File: config.mk
export PLATFORM = sky130hd
export DESIGN_NAME = gpio_packet_scan
export DESIGN_NICKNAME = d
export VERILOG_FILES = /design/src/rtl/openram_tc_pkg.sv /design/src/rtl/scan_shift_reg.sv /design/src/rtl/gpio_packet_scan.sv
export SDC_FILE = /design/constraint.sdc
export NUM_CORES = 1
export LEC_CHECK = 0
export BUFFER_PORTS_ARGS = -buffer_cell sky130_fd_sc_hd__buf_2
export CAP_MARGIN = 20
export CORE_MARGIN = 1.5
export CORE_UTILIZATION = 61
export DETAILED_ROUTE_END_ITERATION = 8
export PLACE_DENSITY = 0.85
export SYNTH_ARGS = -nofsm -noshare
export SYNTH_HDL_FRONTEND = slang
export SYNTH_SLANG_ARGS = --single-unit
File: constraint.sdc
create_clock -name gpio_clock -period 11.75 [get_ports gpio_clock]
set_clock_uncertainty 0.15 [all_clocks]
set_input_delay 1.175 -clock gpio_clock [delete_from_list [all_inputs] [get_ports gpio_clock]]
set_output_delay 1.175 -clock gpio_clock [all_outputs]
set_load 0.02 [all_outputs]
File: src/rtl/openram_tc_pkg.sv
// Shared widths, packet layout and scan FSM encodings for the OpenRAM test chip front end.
package openram_tc_pkg;

    localparam int unsigned PACKET_W = 86;
    localparam int unsigned DATA_W   = 64;
    localparam int unsigned CS_LSB   = 83;
    localparam int unsigned CS_MSB   = 85;
    localparam int unsigned CS_W     = CS_MSB - CS_LSB + 1;
    localparam int unsigned CMD_W    = CS_LSB;
    localparam int unsigned CNT_W    = $clog2((PACKET_W > DATA_W) ? PACKET_W : DATA_W);

    // All chip selects high means no SRAM is addressed.
    localparam logic [CS_W-1:0] CS_NONE = 3'd7;

    typedef struct packed {
        logic [CS_W-1:0]  chip_select;
        logic [CMD_W-1:0] sram_cmd;
    } scan_packet_t;

    typedef logic [2:0] scan_state_t;

    localparam scan_state_t S_IDLE    = 3'd0;
    localparam scan_state_t S_SHIFT   = 3'd1;
    localparam scan_state_t S_COMMIT  = 3'd2;
    localparam scan_state_t S_WAIT    = 3'd3;
    localparam scan_state_t S_CAPTURE = 3'd4;
    localparam scan_state_t S_UNLOAD  = 3'd5;

endpackage

File: src/rtl/scan_shift_reg.sv
// MSB-first shift register with parallel load; load takes priority over shift.
module scan_shift_reg #(
    parameter int unsigned WIDTH = 8
) (
    input  logic             clk,
    input  logic             rst,
    input  logic             load,
    input  logic             shift,
    input  logic             serial_in,
    input  logic [WIDTH-1:0] parallel_in,
    output logic             serial_out,
    output logic [WIDTH-1:0] parallel_out
);

    logic [WIDTH-1:0] sr;

    always_ff @(posedge clk or posedge rst) begin
        if (rst) begin
            sr <= '0;
        end else if (load) begin
            sr <= parallel_in;
        end else if (shift) begin
            sr <= {sr[WIDTH-2:0], serial_in};
        end
    end

    assign serial_out   = sr[WIDTH-1];
    assign parallel_out = sr;

endmodule

File: src/rtl/gpio_packet_scan.sv
// GPIO scan front end: shifts in a command packet, waits a fixed latency,
// captures SRAM read data and shifts it back out MSB first.
module gpio_packet_scan
    import openram_tc_pkg::*;
#(
    parameter int unsigned CAPTURE_DELAY = 3
) (
    input  logic                gpio_clock,
    input  logic                reset,
    input  logic                scan_start,
    input  logic                scan_en,
    input  logic                scan_in,
    input  logic [DATA_W-1:0]   sram_data,
    output logic [PACKET_W-1:0] packet,
    output logic                packet_valid,
    output logic                scan_out,
    output logic                busy,
    output logic                done
);

    localparam int unsigned WAIT_W = $clog2(CAPTURE_DELAY + 1);

    scan_state_t       state;
    scan_state_t       state_next;
    logic [CNT_W-1:0]  bit_cnt;
    logic [CNT_W-1:0]  bit_cnt_next;
    logic [WAIT_W-1:0] wait_cnt;
    logic [WAIT_W-1:0] wait_cnt_next;

    logic in_load;
    logic in_shift;
    logic out_load;
    logic out_shift;
    logic commit;
    logic done_next;
    logic scan_out_next;

    logic [PACKET_W-1:0] in_par;
    logic [DATA_W-1:0]   out_par;
    logic                in_msb_unused;
    logic                out_msb_unused;
    scan_packet_t        packet_q;

    scan_shift_reg #(.WIDTH(PACKET_W)) u_in_sr (
        .clk          (gpio_clock),
        .rst          (reset),
        .load         (in_load),
        .shift        (in_shift),
        .serial_in    (scan_in),
        .parallel_in  ('0),
        .serial_out   (in_msb_unused),
        .parallel_out (in_par)
    );

    scan_shift_reg #(.WIDTH(DATA_W)) u_out_sr (
        .clk          (gpio_clock),
        .rst          (reset),
        .load         (out_load),
        .shift        (out_shift),
        .serial_in    (1'b0),
        .parallel_in  (sram_data),
        .serial_out   (out_msb_unused),
        .parallel_out (out_par)
    );

    // Next-state, counter and control decode.
    always_comb begin
        state_next    = state;
        bit_cnt_next  = bit_cnt;
        wait_cnt_next = wait_cnt;
        in_load       = 1'b0;
        in_shift      = 1'b0;
        out_load      = 1'b0;
        out_shift     = 1'b0;
        commit        = 1'b0;
        done_next     = 1'b0;
        scan_out_next = 1'b0;

        case (state)
            S_IDLE: begin
                // A start coinciding with the done pulse belongs to the finished transaction.
                if (scan_start && !done) begin
                    state_next   = S_SHIFT;
                    bit_cnt_next = '0;
                    in_load      = 1'b1;
                end
            end
            S_SHIFT: begin
                if (scan_en) begin
                    in_shift     = 1'b1;
                    bit_cnt_next = bit_cnt + CNT_W'(1);
                    if (bit_cnt == CNT_W'(PACKET_W - 1)) begin
                        state_next = S_COMMIT;
                    end
                end
            end
            S_COMMIT: begin
                commit        = 1'b1;
                wait_cnt_next = '0;
                state_next    = S_WAIT;
            end
            S_WAIT: begin
                wait_cnt_next = wait_cnt + WAIT_W'(1);
                if (wait_cnt == WAIT_W'(CAPTURE_DELAY - 1)) begin
                    state_next = S_CAPTURE;
                end
            end
            S_CAPTURE: begin
                out_load      = 1'b1;
                bit_cnt_next  = '0;
                state_next    = S_UNLOAD;
                scan_out_next = sram_data[DATA_W-1];
            end
            S_UNLOAD: begin
                scan_out_next = scan_out;
                if (scan_en) begin
                    out_shift     = 1'b1;
                    bit_cnt_next  = bit_cnt + CNT_W'(1);
                    scan_out_next = out_par[DATA_W-2];
                    if (bit_cnt == CNT_W'(DATA_W - 1)) begin
                        state_next    = S_IDLE;
                        done_next     = 1'b1;
                        scan_out_next = 1'b0;
                    end
                end
            end
            default: begin
                state_next = S_IDLE;
            end
        endcase
    end

    // State, counters and registered outputs; scan_out tracks the MSB the output register will hold.
    always_ff @(posedge gpio_clock or posedge reset) begin
        if (reset) begin
            state        <= S_IDLE;
            bit_cnt      <= '0;
            wait_cnt     <= '0;
            packet_q     <= '{chip_select: CS_NONE, sram_cmd: '1};
            packet_valid <= 1'b0;
            scan_out     <= 1'b0;
            busy         <= 1'b0;
            done         <= 1'b0;
        end else begin
            state        <= state_next;
            bit_cnt      <= bit_cnt_next;
            wait_cnt     <= wait_cnt_next;
            packet_valid <= commit;
            scan_out     <= scan_out_next;
            busy         <= (state_next != S_IDLE);
            done         <= done_next;
            if (commit) begin
                packet_q <= scan_packet_t'(in_par);
            end
        end
    end

    assign packet = packet_q;

endmodule
* Word level (Yosys, flattened, before mapping)
Index checks and enable logic that the tools add are counted.
** Word-level totals
- Bits in registers :: 251
- Input bits :: 69
- Output and inout bits :: 90
- Logic and storage cells :: 62
** Cells by class
- Add/sub/neg operators :: 2
- Eq/ne operators :: 11
- Mux-type cells :: 28
- Reductions and logical operators :: 10
** Operators with widths (number)
- 2-to-1 mux 86 bit :: 2
- 2-to-1 mux 63 bit :: 2
- case mux 7 bit (3 select lines) :: 1
- 2-to-1 mux 3 bit :: 6
- case mux 3 bit (6 select lines) :: 1
- 2-to-1 mux 7 bit :: 2
- 2-to-1 mux 1 bit :: 12
- adder 7 x 1 -> 7 bit (second input constant) :: 1
- == test 7 x 6 -> 1 bit (second input constant) :: 1
- == test 7 bit (second input constant) :: 1
- == test 3 x 2 -> 1 bit (second input constant) :: 2
- == test 3 bit (second input constant) :: 2
- nonzero test 2 bit :: 3
- nonzero test 3 bit :: 2
- != test 2 bit (second input constant) :: 2
- case mux 2 bit (2 select lines) :: 1
- == test 3 x 1 -> 1 bit (second input constant) :: 1
- zero test 3 bit :: 1
- AND reduction 3 bit :: 1
- adder 2 x 1 -> 2 bit (second input constant) :: 1
- == test 2 bit (second input constant) :: 1
- != test 2 x 1 -> 1 bit (second input constant) :: 1
- case mux 1 bit (2 select lines) :: 1
- OR reduction 2 bit :: 1
- other kinds (2) :: 2

* Logic depth before layout (Yosys ltp)
Gate-level depths: netlist (run 1).
- Depth in word-level cells :: 5
- Gate-level depth with buffers :: 7
- Depth with buffers taken out :: 5

* By module
Synthesis (run 1) repeated with hierarchy kept, for this count alone.
** Unflattened totals
- Cell total of the unflattened synthesis :: 936
- Area total of the unflattened synthesis :: 11128.2 um2
** By module, submodules not included
- gpio_packet_scan :: times used 1, cells an instance 282, area each 4150.2 um2, seq. area each 2660.1 um2
- scan_shift_reg (u_in_sr) :: times used 1, cells an instance 375, area each 3998.8 um2, seq. area each 2152.1 um2
- scan_shift_reg (u_out_sr) :: times used 1, cells an instance 279, area each 2979.1 um2, seq. area each 1601.5 um2

* Worst setup path before layout (run 1)
OpenSTA, ideal clock, no wires.
- Kind :: input -> register
- From :: input scan_en
- To :: register u_in_sr.sr[10], in the netlist u_in_sr.parallel_out[10]
- Library setup time :: 0.066 ns
- Arrival :: 2.244 ns
- Required time :: 11.534 ns
- Path slack :: 9.290 ns
- Stages :: 7
- Path buffers :: 3
- Cell sequence :: buf_2 nand2_1 o21ai_0 nand2_1 buf_2 clkbuf_1 a22o_1
** Between the ends
- Cells in the longest elaborated chain, start to end :: 3
** RTL lines
- start, declared :: RTL line gpio_packet_scan.sv:11 : input logic scan_en,
- 2-to-1 mux 1 bit :: RTL line gpio_packet_scan.sv:89 : if (scan_en) begin
- 2-to-1 mux 1 bit :: RTL line gpio_packet_scan.sv:79 : case (state)
- nonzero test 2 bit (no source line)
- end signal, assigned :: RTL line scan_shift_reg.sv:21 : sr <= parallel_in;
- end signal, assigned :: RTL line scan_shift_reg.sv:23 : sr <= {sr[WIDTH-2:0], serial_in};
- end, declared :: RTL line scan_shift_reg.sv:15 : logic [WIDTH-1:0] sr;
No other way between the ends.
A chain may end at the register's enable or synchronous reset.

* Worst setup path in the final report (run 1)
- From :: register state[0]
- To :: register u_out_sr.sr[45], in the netlist u_out_sr.parallel_out[45]
** Between the ends
- Cells in the longest elaborated chain, start to end :: 3
- Elaborated cells on any way between the ends :: 6
- Classes of those cells :: eq/ne (2); mux (3); reduce/logical (1)
** RTL lines
- start, declared :: RTL line gpio_packet_scan.sv:23 : scan_state_t state;
- start signal, assigned :: RTL line gpio_packet_scan.sv:145 : state <= state_next;
- == test 3 bit :: RTL line gpio_packet_scan.sv:79
- 2-to-1 mux 1 bit :: RTL line gpio_packet_scan.sv:79
- 2-to-1 mux 63 bit / nonzero test 2 bit (equally long branches)
- end signal, assigned :: RTL line scan_shift_reg.sv:21
- end signal, assigned :: RTL line scan_shift_reg.sv:23
- end, declared :: RTL line scan_shift_reg.sv:15
Parallel ways exist; a longest one is shown, timed or not.

==> reports/summary.txt, run 1 <==
CP required - 11950 ps
cell internal pwr - 0.00141 W
area added between synthesis and finish - 17.5%
Synth async-reset ratio - 1.00
most common cell after layout, fill and taps aside - dfrtp_1
Yosys warning total - 0
vias in the first global route - 6266
setup violators final - 0
Avg WL per Cell - 17.4 um
most frequent cells in the layout - dfrtp_1 (165), buf_2 (158), a22o_1 (87)
core area - 15900 sq um
die span in x - 131 um
CTS HTree Levels - 1
Crit. End Element - flop
ys flop type - dfrtp_1
Tmin final - 2640 ps
Initial DRC Count - 451
largest net degree at the start of global routing - 122
Crit Reg-Reg Endpoint - u_out_sr.parallel_out[45]
Sw Ratio - 0.226
Slew headroom - 0.362
reg-to-reg startpoint - state[0]
Pleak - 5.49 nW
largest family of logic cells by synthesized area - multiplexers
Synth Register Bits - 251
drt total wl - 19.6 mm
EDFF count, synth - 0
Vias - 6450
Cell Count, Final, Fillers Out - 1125
Vias per Instance - 5.73
Die Height - 131 um
DRT Pass-1 Iters - 4
Avg Inst Size Synth - 13.4 sq um
Port Buf Inserts - 158
Comb power frac - 0.055
Fin. Hold Viols - 0
Post-Synth Adder-Cell Area - 0.00375
worst-path fanout max - 115
Worst-path clk slew - 60 ps
Critical Path Start - state[0]
worst slew pin tran - 957 ps
dpl cells - 1077
clock latency on the worst-skew pair - 520 ps
outcome - finished clean
Compound-Gate Fraction of Synth Area - 0.129
Overflow after GRT - 0
CTS tree - yes
Setup TNS - 0 ps
Power, Total - 0.00182 W
final net count - 961
GRT Total Usage - 0.229
share of post-route cells with drive strength above 1 - 0.405
initial antenna violation count - 1
P per Cell Area - 155 nW/um^2
final-layout fill cell count - 1038
area leader, netlist - dfrtp_1
io pins - 159
Max Cap Viol - 0
maximum vdd drop - 105 uV
Synth Area in XOR/XNOR - 0
sequential power share - 0.512
Syn Inst Count - 748
TritonCTS Buffers - 25
RSZ-0062 raised after global routing - false
sequential area share after synthesis - 0.637
Sw Pwr - 0.000411 W
FF-to-FF path depth - 4
post-CTS sizing - 0
Syn Nets - 820
top cell type's share of synthesized area - 0.412
worst path arrival time - 2830 ps
Synth Area in Simple Gates - 0.0488
Hold/Removal Path Class - flop to flop
CTS root buf - clkbuf_16
Max Root-Sink Buffers - 3
Antenna Nets Post-Route - 0
cell row count - 46
post-synthesis cell type count - 41
flop-to-flop setup slack - 9110 ps
Max Fclk - 379 MHz
RePlAce Congestion - 0.809
top cells by area, synth - dfrtp_1 (41%), dfstp_2 (23%), mux2_2 (8.0%)
CP Class - flop to flop
first-pass GRT wire length - 32.6 mm
post-synthesis mux area share - 0.154
synthesized cell area - 10000 sq um
crit path to - u_out_sr.parallel_out[45]
Startpoint Class - flop
DIE AREA - 17200 sq um
Initial Util - 0.629
final period utilization - 0.224
CTS sink cnt - 251
DRC viols - 0
post-CTS setup buffer count - 0
dpl hpwl - 11.8 mm
cts hold-fix bufs - 0
pins over their slew limit - 0
Clock power frac - 0.433
-- synth_stat cells (2+ instances only) --
master and instances:
nand4_1 2, nand2b_1 4, buf_1 3, o21ai_1 10, nor2_2 2, or3_1 9
dfrtp_1 165, buf_2 22, clkbuf_1 19, inv_1 5, mux2i_1 57, ha_1 3
mux2_2 71, nor2b_1 3, o211ai_1 2, a22o_1 87, mux2_1 15, o21ai_0 64
o31ai_1 2, nand3_1 5, o22ai_1 5, a21oi_1 8, nor2_1 4, dfstp_2 86
nand2_1 71, buf_4 8, nor4_1 2
-- metal layers --
layer | vias up | global-route usage | share of wire
met5 | - | 0 | 0
met4 | 0 | 0.0562 | 0.017
met3 | 31 | 0.0455 | 0.061
met2 | 166 | 0.351 | 0.46
met1 | 3254 | 0.341 | 0.46
li1 | 2999 | - | -
-- worst max-delay path, cell delays in order (launching register included) --
cell,delay (ps)
dfrtp_1,830
inv_1,290
o21ai_4,200
buf_4,710
o21ai_0,260
-- cell families (layout without fill, tap and decap cells) --
family	count (synthesis)	count (layout)
fa+ha+maj	3	3
simple gates	108	108
buf+inv	58	218
other cells	0	1
compound gates	185	185
mux	143	143
flops	251	251
-- state kept, by name, summed over array words and instances, names as in the netlist --
name and cells:
scan_out 1, u_out_sr.parallel_out 63, state 3, bit_cnt 7
u_in_sr.parallel_out 86, wait_cnt 2, packet 86, busy 1
done 1, packet_valid 1
-- worst min path at each step --
stage / endpoint / cells past startpoint / startpoint
finish: u_out_sr.parallel_out[19] / 2 / u_out_sr.parallel_out[19]
global route: u_out_sr.parallel_out[34] / 2 / u_out_sr.parallel_out[34]
CTS: u_out_sr.parallel_out[19] / 2 / u_out_sr.parallel_out[19]
detailed placement: u_out_sr.parallel_out[19] / 2 / u_out_sr.parallel_out[19]
global placement: u_out_sr.parallel_out[29] / 2 / u_out_sr.parallel_out[29]
floorplan: u_out_sr.parallel_out[56] / 2 / u_out_sr.parallel_out[56]
-- power groups by stage --
stage | Clock, W | Combinational (W) | Sequential (W)
2_1_floorplan | 0 | 0.0000708 | 0.000937
3_3_place_gp | 0 | 0.0000954 | 0.000942
3_5_place_dp | 0 | 0.000101 | 0.000945
4_1_cts | 0.000804 | 0.000102 | 0.000931
5_1_grt | 0.000840 | 0.000116 | 0.000936
6_report | 0.000789 | 0.0000996 | 0.000931
-- layout make-up --
cell class	count	area [sq um]	area share
antenna	1	2.50	0.000213
clock buffer	37	711	0.0604
clock inverter	9	110	0.00935
inverter	6	30.0	0.00255
multi-input combinational	439	3390	0.288
sequential	251	6390	0.543
tap	216	270	0.0230
timing repair buffer	166	871	0.0740
-- through the flow --
stage | setup slack, ps | hold slack [ps] | area, sq um | utilization
after floorplan | 3670 | 294 | 10000 | -
after global placement | 8670 | 312 | 10900 | 0.685
after detailed placement | 8660 | 320 | 10900 | 0.685
after CTS | 9120 | 333 | 11700 | 0.736
after global routing | 8840 | 349 | 11800 | 0.738
final | 9110 | 330 | 11800 | 0.738
(Power assumes the default switching activity.)
==> run 2: changes to the inputs <==
--- a/config.mk
+++ b/config.mk
@@ -8,9 +8,9 @@
 export BUFFER_PORTS_ARGS = -buffer_cell sky130_fd_sc_hd__buf_2
 export CAP_MARGIN = 20
 export CORE_MARGIN = 1.5
-export CORE_UTILIZATION = 61
+export CORE_UTILIZATION = 51
 export DETAILED_ROUTE_END_ITERATION = 8
-export PLACE_DENSITY = 0.85
+export PLACE_DENSITY = 0.76
 export SYNTH_ARGS = -nofsm -noshare
 export SYNTH_HDL_FRONTEND = slang
 export SYNTH_SLANG_ARGS = --single-unit
==> constraint.sdc (replaced) <==
create_clock -name gpio_clock -period 2.22 [get_ports gpio_clock]
set_clock_uncertainty 0.15 [all_clocks]
set_input_delay 0.222 -clock gpio_clock [delete_from_list [all_inputs] [get_ports gpio_clock]]
set_output_delay 0.222 -clock gpio_clock [all_outputs]
set_load 0.02 [all_outputs]
==> reports/summary.txt, run 2 (synthesis gave the netlist of run 1 again) <==
CTS root buf - clkbuf_16 (unchanged)
Overflow after GRT - 0 (unchanged)
final period utilization - 0.953 (was 0.224)
cell internal pwr - 0.00762 W (was 0.00141 W)
post-CTS setup buffer count - 0 (unchanged)
setup violators final - 0 (unchanged)
vias in the first global route - 6898 (was 6266)
initial antenna violation count - 0 (was 1)
CTS HTree Levels - 1 (unchanged)
CTS tree - yes (unchanged)
Hold/Removal Path Class - primary input to flop (was flop to flop)
FF-to-FF path depth - 6 (was 4)
Clock power frac - 0.430 (was 0.433)
CTS sink cnt - 251 (unchanged)
Setup TNS - 0 ps (unchanged)
Crit. End Element - flop (unchanged)
Vias - 6818 (was 6450)
Avg WL per Cell - 17.4 um (about the same)
RSZ-0062 raised after global routing - false (unchanged)
GRT Total Usage - 0.221 (was 0.229)
P per Cell Area - 767 nW/um^2 (was 155 nW/um^2)
drt total wl - 21.9 mm (was 19.6 mm)
reg-to-reg startpoint - bit_cnt[1] (was state[0])
Power, Total - 0.00986 W (was 0.00182 W)
area added between synthesis and finish - 28.4% (was 17.5%)
Hold Startpoint - scan_start (was u_out_sr.parallel_out[19])
worst slew pin tran - 650 ps (was 957 ps)
Vias per Instance - 5.41 (was 5.73)
Max Root-Sink Buffers - 3 (unchanged)
fin util - 0.663 (was 0.738)
Crit Reg-Reg Endpoint - scan_out (was u_out_sr.parallel_out[45])
Critical Path Start - bit_cnt[1] (was state[0])
maximum vdd drop - 546 uV (was 105 uV)
final net count - 1047 (was 961)
clock latency on the worst-skew pair - 530 ps (was 520 ps)
most frequent cells in the layout - dfrtp_1 (164), buf_2 (158), a22o_1 (87) (was dfrtp_1 (165), buf_2 (158), a22o_1 (87))
share of post-route cells with drive strength above 1 - 0.391 (was 0.405)
cell row count - 51 (was 46)
outcome - finished clean (unchanged)
worst-path fanout max - 5 (was 115)
CP required - 2460 ps (was 11950 ps)
CP Class - flop to flop (unchanged)
largest net degree at the start of global routing - 87 (was 122)
Antenna Nets Post-Route - 0 (unchanged)
Initial Util - 0.517 (was 0.629)
Slew headroom - 0.566 (was 0.362)
DRC viols - 0 (unchanged)
Max Fclk - 473 MHz (was 379 MHz)
die span in x - 143 um (was 131 um)
DRT Pass-1 Iters - 4 (unchanged)
flop-to-flop setup slack - 100 ps (was 9110 ps)
io pins - 159 (unchanged)
Comb power frac - 0.069 (was 0.055)
Tmin final - 2120 ps (was 2640 ps)
DIE AREA - 20500 sq um (was 17200 sq um)
most common cell after layout, fill and taps aside - dfrtp_1 (unchanged)
first-pass GRT wire length - 36.2 mm (was 32.6 mm)
DP Worst Slack - 259 ps (was 8660 ps)
Sw Pwr - 0.00224 W (was 0.000411 W)
Sw Ratio - 0.227 (was 0.226)
pins over their slew limit - 0 (unchanged)
Die Height - 143 um (was 131 um)
RePlAce Congestion - 0.827 (was 0.809)
worst setup margin - 104 ps (was 9110 ps)
Initial DRC Count - 359 (was 451)
dpl hpwl - 12.7 mm (was 11.8 mm)
# diodes - 0 (was 1)
TritonCTS Buffers - 26 (was 25)
Startpoint Class - flop (unchanged)
Worst-path clk slew - 60 ps (about the same)
Port Buf Inserts - 158 (unchanged)
core area - 19400 sq um (was 15900 sq um)
hold depth - 4 (was 2)
sequential power share - 0.500 (was 0.512)
WHS Endpoint - busy (was u_out_sr.parallel_out[19])
Max Cap Viol - 0 (unchanged)
Fin. Hold Viols - 0 (unchanged)
Pleak - 5.92 nW (was 5.49 nW)
worst path arrival time - 2350 ps (was 2830 ps)
## run 2: changes by cell type in the layout (fill, tap and decap cells not counted), sizes merged
cell         before  now
clkbuf           37   41
bufinv            2    1
dlygate4sd3       0   68
inv               7    5
diode             1    0
clkinvlp          0    1
buf             166  183
## run 2: worst max-delay path: stages (launching register included)
cell	delay [ps]
dfrtp_1	420
ha_2	240
nand3_1	110
or3_1	340
nand3_1	100
a31oi_1	80
dlygate4sd3_1	560
## run 2: what timing repair did
action / in CTS / in global routing
hold endpoints to repair: 80 / 0
setup endpoints to repair: 0 / 1
hold buffers: 68 / 0
gates resized for setup: 0 / 2
## run 2: final cells by class
class | count | area, sq um
clock buffer | 41 | 777
clock inverter | 7 | 71.3
fill | 1367 | 6540
inverter | 6 | 26.3
multi-input combinational | 439 | 3400
sequential | 251 | 6390
tap | 265 | 332
timing repair buffer | 251 | 1870
## run 2: layer usage
metal / global-route usage / routed length [um] / share of wire / up-vias
met5: 0 / 0 / 0 / -
met4: 0.0646 / 434 / 0.020 / 0
met3: 0.0503 / 1260 / 0.057 / 38
met2: 0.358 / 10800 / 0.49 / 180
met1: 0.297 / 9400 / 0.43 / 3419
li1: - / - / - / 3181
## run 2: worst max-delay path by stage
| stage | end | slack (ps) | depth (start not counted) |
|---|---|---|---|
| floorplan | bit_cnt[0] | -1380 | 1 |
| global placement | packet[39] | 330 | 4 |
| detailed placement | packet[85] | 260 | 4 |
| CTS | scan_out | 90 | 6 |
| global route | scan_out | 20 | 6 |
| finish | scan_out | 100 | 6 |
## run 2: power by group through the flow
stage	Clock (W)	Sequential, W	Combinational (W)
6_report	0.00424	0.00493	0.000684
3_3_place_gp	0	0.00498	0.000553
4_1_cts	0.00434	0.00492	0.000673
3_5_place_dp	0	0.00500	0.000571
5_1_grt	0.00454	0.00495	0.000780
2_1_floorplan	0	0.00496	0.000376
## run 2: per-stage QoR
stage | cell area (sq um) | cells | hold slack, ps
floorplan | 10000 | 748 | 205
global placement | 11300 | 1144 | 194
detailed placement | 11300 | 1144 | 197
CTS | 12900 | 1260 | 83.4
global route | 12900 | 1260 | 176
finish | 12900 | 1260 | 104
